$ cat config.mk
export PLATFORM = sky130hd
export DESIGN_NAME = req_arbiter_16
export DESIGN_NICKNAME = d
export VERILOG_FILES = /design/src/rtl/req_arbiter_16.sv
export SDC_FILE = /design/constraint.sdc
export NUM_CORES = 1
export LEC_CHECK = 0
export CORE_MARGIN = 2
export CORE_UTILIZATION = 46
export CTS_BUF_LIST = sky130_fd_sc_hd__clkbuf_4 sky130_fd_sc_hd__clkbuf_8
export CTS_CLUSTER_DIAMETER = 30
export DETAILED_ROUTE_END_ITERATION = 8
export HOLD_SLACK_MARGIN = 0.05
export MAX_ROUTING_LAYER = met4
export PLACE_DENSITY = 0.71
export SYNTH_ARGS = -nofsm -noshare
export SYNTH_HDL_FRONTEND = slang
export SYNTH_SLANG_ARGS = --single-unit
$ cat constraint.sdc
create_clock -name i_clk -period 5.9 [get_ports i_clk]
set_input_delay 1.475 -clock i_clk [delete_from_list [all_inputs] [get_ports i_clk]]
set_output_delay 1.475 -clock i_clk [all_outputs]
set_load 0.005 [all_outputs]
$ cat src/rtl/req_arbiter_16.sv
// req_arbiter_16: round-robin arbiter that gives one shared resource to one of 16 requesters.
//
// A grant is held while its owner keeps requesting. HOLD_MAX bounds how long it is held
// (0 = unlimited). The owner's next search starts one past the last granted index.
// All outputs are registered and strictly one-hot.
//
// Ports:
//   i_clk        clock; all state changes on the rising edge
//   i_rst_n      asynchronous active-low reset
//   i_enable     arbitration enable; low withdraws every grant on the next edge
//   i_req[15:0]  request vector, bit i = requester i
//   o_gnt[15:0]  one-hot grant, zero when nothing is granted
//   o_gnt_idx    encoded index of the o_gnt bit, zero when nothing is granted
//   o_gnt_valid  high exactly when o_gnt is non-zero
module req_arbiter_16 #(
  parameter int unsigned HOLD_MAX = 16
) (
  input  logic        i_clk,
  input  logic        i_rst_n,
  input  logic        i_enable,
  input  logic [15:0] i_req,
  output logic [15:0] o_gnt,
  output logic [3:0]  o_gnt_idx,
  output logic        o_gnt_valid
);

  typedef enum logic [0:0] {StIdle, StGrant} state_e;

  // hold_cnt value on the last cycle a grant may be held
  localparam logic [7:0] HoldLast = 8'(HOLD_MAX - 1);
  localparam bit         HoldLimited = (HOLD_MAX != 0);

  state_e      r_state;
  logic [3:0]  r_ptr;
  logic [7:0]  r_hold_cnt;
  logic [15:0] r_gnt;
  logic [3:0]  r_gnt_idx;  // doubles as the owner index while in StGrant
  logic        r_gnt_valid;

  logic        w_release;
  logic        w_timeout;
  logic        w_arb;
  logic [15:0] w_mask;
  logic [15:0] w_masked_req;
  logic [3:0]  w_cand;
  logic        w_found;
  logic [3:0]  w_win;
  logic        w_have_winner;
  logic [3:0]  w_next_idx;

  always_comb begin
    w_release = (r_state == StGrant) && !i_req[r_gnt_idx];
    w_timeout = (r_state == StGrant) && HoldLimited && (r_hold_cnt == HoldLast);
    w_arb     = (r_state == StIdle) || w_release || w_timeout;

    // A timed-out owner stands aside so others get a turn; on a coincident
    // release its request is already low, so no masking is needed.
    w_mask = 16'hFFFF;
    if (w_timeout && !w_release) begin
      w_mask[r_gnt_idx] = 1'b0;
    end
    w_masked_req = i_req & w_mask;

    // Rotating priority search from r_ptr+1; the 4-bit add wraps 15 -> 0, and
    // the last candidate checked is r_ptr itself.
    w_found = 1'b0;
    w_win   = 4'd0;
    w_cand  = 4'd0;
    for (int i = 0; i < 16; i++) begin
      w_cand = r_ptr + 4'(i + 1);
      if (!w_found && w_masked_req[w_cand]) begin
        w_found = 1'b1;
        w_win   = w_cand;
      end
    end

    // Timed-out owner with no competitor keeps the resource (its req is high).
    w_have_winner = w_found || (w_timeout && !w_release);
    w_next_idx    = w_found ? w_win : r_gnt_idx;
  end

  always_ff @(posedge i_clk or negedge i_rst_n) begin
    if (!i_rst_n) begin
      r_state     <= StIdle;
      r_ptr       <= 4'd15;
      r_hold_cnt  <= 8'd0;
      r_gnt       <= 16'h0000;
      r_gnt_idx   <= 4'd0;
      r_gnt_valid <= 1'b0;
    end else if (!i_enable) begin
      // ptr is deliberately retained so fairness survives an enable gap.
      r_state     <= StIdle;
      r_hold_cnt  <= 8'd0;
      r_gnt       <= 16'h0000;
      r_gnt_idx   <= 4'd0;
      r_gnt_valid <= 1'b0;
    end else if (w_arb) begin
      r_hold_cnt <= 8'd0;
      if (w_have_winner) begin
        r_state     <= StGrant;
        r_ptr       <= w_next_idx;
        r_gnt       <= 16'h0001 << w_next_idx;
        r_gnt_idx   <= w_next_idx;
        r_gnt_valid <= 1'b1;
      end else begin
        r_state     <= StIdle;
        r_gnt       <= 16'h0000;
        r_gnt_idx   <= 4'd0;
        r_gnt_valid <= 1'b0;
      end
    end else begin
      r_hold_cnt <= r_hold_cnt + 8'd1;
    end
  end

  assign o_gnt       = r_gnt;
  assign o_gnt_idx   = r_gnt_idx;
  assign o_gnt_valid = r_gnt_valid;

endmodule

**Word level (Yosys, flattened, before mapping)**

Index checks and enable logic that the tools add are counted.
Widths: inputs -> output; s select.

- Bits of input ports: 19
- Output and inout bits: 21
- Word-level logic and storage cells: 166
- Register bits: 33

- Add/subtract/negate cells: 16
- Reduce and logical (&&, ||, !) cells: 40
- Shift operators: 1
- Equality and inequality tests: 2
- Bitwise logic cells: 3
- Magnitude comparators: 18
- Mux-type cells: 81

Operator list:

| kind | number |
|---|---|
| $lt 4x5->1 const B | 17 |
| $mux 4 | 20 |
| $bmux 1 s4 | 17 |
| $mux 16 | 4 |
| $mux 1 | 37 |
| $add 4x4->4 const B | 8 |
| $logic_and 1x1->1 | 19 |
| $logic_not 1->1 | 17 |
| $add 4x3->4 const B | 4 |
| $and 16x16->16 | 1 |
| $mux 8 | 2 |
| $not 16->16 | 1 |
| $shl 1x4->16 const A | 1 |
| $add 4x2->4 const B | 2 |
| $add 8x1->8 const B | 1 |
| $eq 8x4->1 const B | 1 |
| $add 4x1->4 const B | 1 |
| $demux 1 s4 | 1 |
| $ge 4x1->1 const B | 1 |
| $logic_or 1x1->1 | 3 |
| $reduce_and 3->1 | 1 |
| $ne 2x1->1 const B | 1 |
| $not 1->1 | 1 |

**Logic depth before layout (Yosys ltp)**

- Depth after elaboration: 61
- Mapped depth: 20
- Mapped depth without buffers: 14

**Worst setup path before layout**

No wires, ideal clock.

- Path type: in2reg
- From: input i_req[7]
- To: register r_gnt[12] (netlist: o_gnt[12])
- Library setup time: 122 ps
- Stages: 14
- Buffers on the path: 2
- Slack: 761 ps
- Arrival: 5018 ps
- Data required time: 5778 ps
- Cell sequence: mux2i_1 mux4_2 buf_2 buf_2 o21a_1 mux4_2 o2111ai_1 nand2_2 or3_1 o41a_1 o21ai_1 a22oi_1 and2_1 a32o_1

- Longest elaborated chain between the ends: 61
- Elaborated cells on any way between the ends: 111
- Classes of those cells: eq/ne (1); shift (1); mux (71); bitwise (1); reduce/logical (37)

RTL lines:

| element | line | RTL |
|---|---|---|
| start: declaration | 21 | `input logic [15:0] i_req,` |
| $bmux 1 s4 | 52 | `w_release = (r_state == StGrant) && !i_req[r_gnt_idx];` |
| $mux 1 (not written as such) | 52 |  |
| $logic_not 1->1 | 52 |  |
| $logic_and 1x1->1 | 52 |  |
| $logic_not 1->1 | 59, 78 |  |
| $logic_and 1x1->1 | 59, 78 |  |
| $mux 16 | 59 | `if (w_timeout && !w_release) begin` |
| $and 16x16->16 | 62 | `w_masked_req = i_req & w_mask;` |
| [... 45 more ...] | -- |  |
| $logic_not 1->1 | 71 | `if (!w_found && w_masked_req[w_cand]) begin` |
| $logic_and 1x1->1 | 71 |  |
| $mux 4 or $mux 1 (tied branches) | 71 |  |
| $mux 4 | 79 | `w_next_idx = w_found ? w_win : r_gnt_idx;` |
| $shl 1x4->16 | 102 | `r_gnt <= 16'h0001 << w_next_idx;` |
| $mux 16 | 99 | `if (w_have_winner) begin` |
| $mux 16 | 97 | `end else if (w_arb) begin` |
| $mux 16 | 90 | `end else if (!i_enable) begin` |
| end signal: assignment | 102 |  |
| end: declaration | 36 | `logic [15:0] r_gnt;` |

Several ways; a longest one is shown, not always the timed one. The select of a mux whose other input is x is not followed.
A chain may end at the register's enable or synchronous reset.

**Final worst setup path**

- From: input i_req[6]
- To: register r_gnt[3] (netlist: o_gnt[3])

Same word-level chain as after synthesis.

==> results.md <==
- Root buffer cell: clkbuf_8
- Share of cells above drive strength 1: 26.72%
- Tmin final: 5.732 ns
- DRC Markers: 0
- Dpl cells: 820
- First-pass GRT wire length: 29510 µm
- Vias in the first global route: 5359
- Fin nets: 722
- Horiz. Die Dim: approximately 110 µm
- Die Footprint: 11610 µm²
- Tightest Hold Check Type: register to register
- Async SR Flop Fraction: 100.0%
- Fin. Hold Viols: 0
- Area after DPL: 6111 µm²
- Worst-path clk slew: 0.07 ns
- Crit path required time: slightly above 6 ns
- Total track usage: between 30% and 40%
- Multi-input gate area: 3840 µm²
- Critical Path AT: 5.95 ns
- Vias: 5691
- Total core area: around 10000 µm²
- Num rows: 37
- Syn_nets: 609
- Final setup fails: 0
- CP Class: input pin to register
- Overflow left after global routing: 0
- Post-synthesis sequential area ratio: around 17%
- Final ANT Viol Nets: 0
- Initial Utilization: 47.74%
- Port Buf Inserts: 39
- Layout area overhead: 25.98%
- Initial antenna violation count: 0
- Clock skew: 0.006752 ns
- CP Capture Type: register
- Final Cell Area: roughly 6200 µm²
- Setup crit start kind: input pin
- Area fraction of the dominant cell type after synthesis: 14.66%
- Avg Synthesized Cell Area: 8.507 µm²
- Most frequent cells in the layout: buf_4 (117), nand2_1 (40), nor2_1 (39), clkdlybuf4s50_1 (39), o211ai_1 (38)
- Relative slew slack: 32.07%
- Worst-path maximum fanout: 13
- CTS Buf Count: 5
- Die H: around 110 µm
- CTS sink cnt: 33
- Number of vias per cell: 6.840
- Pins Over Slew Limit: 0
- Detailed-route wire length per cell: approximately 22 µm
- # H-tree levels: 2
- Largest net degree at the start of global routing: 38
- Yosys cell types: 83
- Status: finished clean
- Worst-Skew Late Latency: 0.28 ns
- Synth Instances: 582
- # Max-Cap Violations: 0
- Yosys reg bits: 33
- Worst-Margin Slew: 1.012 ns
- Filler cell count: slightly above 900
- Final Non-Filler Cells: 832
- Post-Synthesis Cell Area: 4951 µm²
- Max clock buf depth: 2
- Post-synth EDFFs: 0
- Top FF cell, synth: dfrtp_1
- Commonest non-fill, non-tap cell in the layout: buf_4
- CTS tree: built
- Ant. Diodes: 0
- Fin Hold WS: 0.4805 ns
- DPL Wire Length: about 14000 µm
- First-iteration detailed-routing DRC count: 634
- RSZ-0062 raised after global routing: yes
- Boundary pin count: 40
- Area leader, netlist: dfrtp_1
- Fmax: 174.5 MHz
- Yosys Warn Count: 0
- Crit share post-route: approximately 100%
- Top post-synthesis cells by area: dfrtp_1 (15%), mux4_2 (11%), o211ai_1 (5.8%)
- Routability Congestion: 1.028
- Router iterations before antenna repair: 5
- Final wirelength: ~19000 µm
- TNS Setup: 0 ns
- Register Area: 830.8 µm²
[cells in the mapped netlist, drive strengths merged (5+ instances only)]
library cell / number
nor4b: 5
buf: 20
a21oi: 18
dfrtp: 29
nand2: 42
nor2: 39
and2: 10
nor3: 15
a211oi: 8
ha: 8
a32o: 16
o21ai: 41
o211ai: 39
xor2: 7
nand4: 22
nor4bb: 6
nand3: 22
mux4: 25
and3: 5
mux2i: 20
xnor2: 13
o22ai: 8
a22oi: 7
o2111ai: 5
mux2: 7
o21a: 12
clkbuf: 30
nand2b: 7
a21boi: 7
a2111oi: 6
inv: 10
o31ai: 6
[worst max-delay path, stage by stage]
cell and delay [ns]:
clkdlybuf4s50_1 0.52, mux2i_1 0.09, mux4_2 0.65, o21ai_0 0.69, mux4_2 0.47, mux4_2 0.27
inv_1 0.08, nor4b_4 0.37, buf_4 0.17, nand4_2 0.17, a21oi_1 0.25, a22oi_2 0.13
buf_4 0.17, nor2_1 0.22, a32o_1 0.22
[sequential cells by signal, indices dropped and copies added, names as in the netlist]
| register | cells |
|---|---|
| o_gnt_valid | 1 |
| r_ptr | 4 |
| o_gnt_idx | 4 |
| o_gnt | 16 |
| r_hold_cnt | 8 |
[routing by layer]
metal	track usage, %	part of all wire [%]
met2	51.39	47
met5	-	0
met4	7.601	1.8
met3	8.232	10
met1	44.93	41
[what timing repair did]
| item | CTS | global route |
|---|---|---|
| endpoints found under the setup margin | 0 | 18 |
| resized for setup | 0 | 3 |
| hold buffers | 0 | 0 |
| setup buffers | 0 | 4 |
[layout make-up]
type / instances / share of cell area, %
inverters: 11 / 0.6620
clock buffers: 5 / 1.103
multi-input cells: 488 / 61.56
flip-flops and latches: 33 / 13.32
well taps: 136 / 2.728
repair buffers: 156 / 20.34
clock inverters: 3 / 0.2808
[logic make-up (layout without fill, tap and decap cells)]
| family | after synthesis | count (layout) | synth area share [%] |
|---|---|---|---|
| and+or+nand+nor | 195 | 195 | 22.01 |
| DFF | 33 | 33 | 16.78 |
| adders and majority gates | 8 | 8 | 2.022 |
| AOI/OAI and AO/OA | 213 | 213 | 32.70 |
| xor gates and xnor gates | 20 | 20 | 3.538 |
| buffers and inverters | 61 | 175 | 5.863 |
| muxes | 52 | 52 | 17.08 |
[path summary, 6_finish.rpt]
path | depth (start not counted) | slack, ns | from | end
setup / recovery | 15 | 0.17 | i_req[6] | o_gnt[3]
hold / removal | 1 | 0.48 | r_hold_cnt[0] | r_hold_cnt[0]
setup reg to reg | 14 | 0.78 | o_gnt_idx[0] | o_gnt[3]
hold reg to reg | 1 | 0.48 | r_hold_cnt[0] | r_hold_cnt[0]
max in group asynchronous | 2 | 3.96 | i_rst_n | r_ptr[0]
min in group asynchronous | 2 | 1.60 | i_rst_n | o_gnt[4]
[stage by stage]
step,utilization [%],setup slack [ns]
after global placement,58.93,-0.04989
after global routing,60.15,-0.005256
after floorplan,-,0.7608
after CTS,59.76,0.1854
after detailed placement,58.93,-0.07828
final,60.15,0.1680
Power is left out: the tool's default activity adds up to more than one toggle a clock period on the data nets, which glitch-free logic cannot reach.
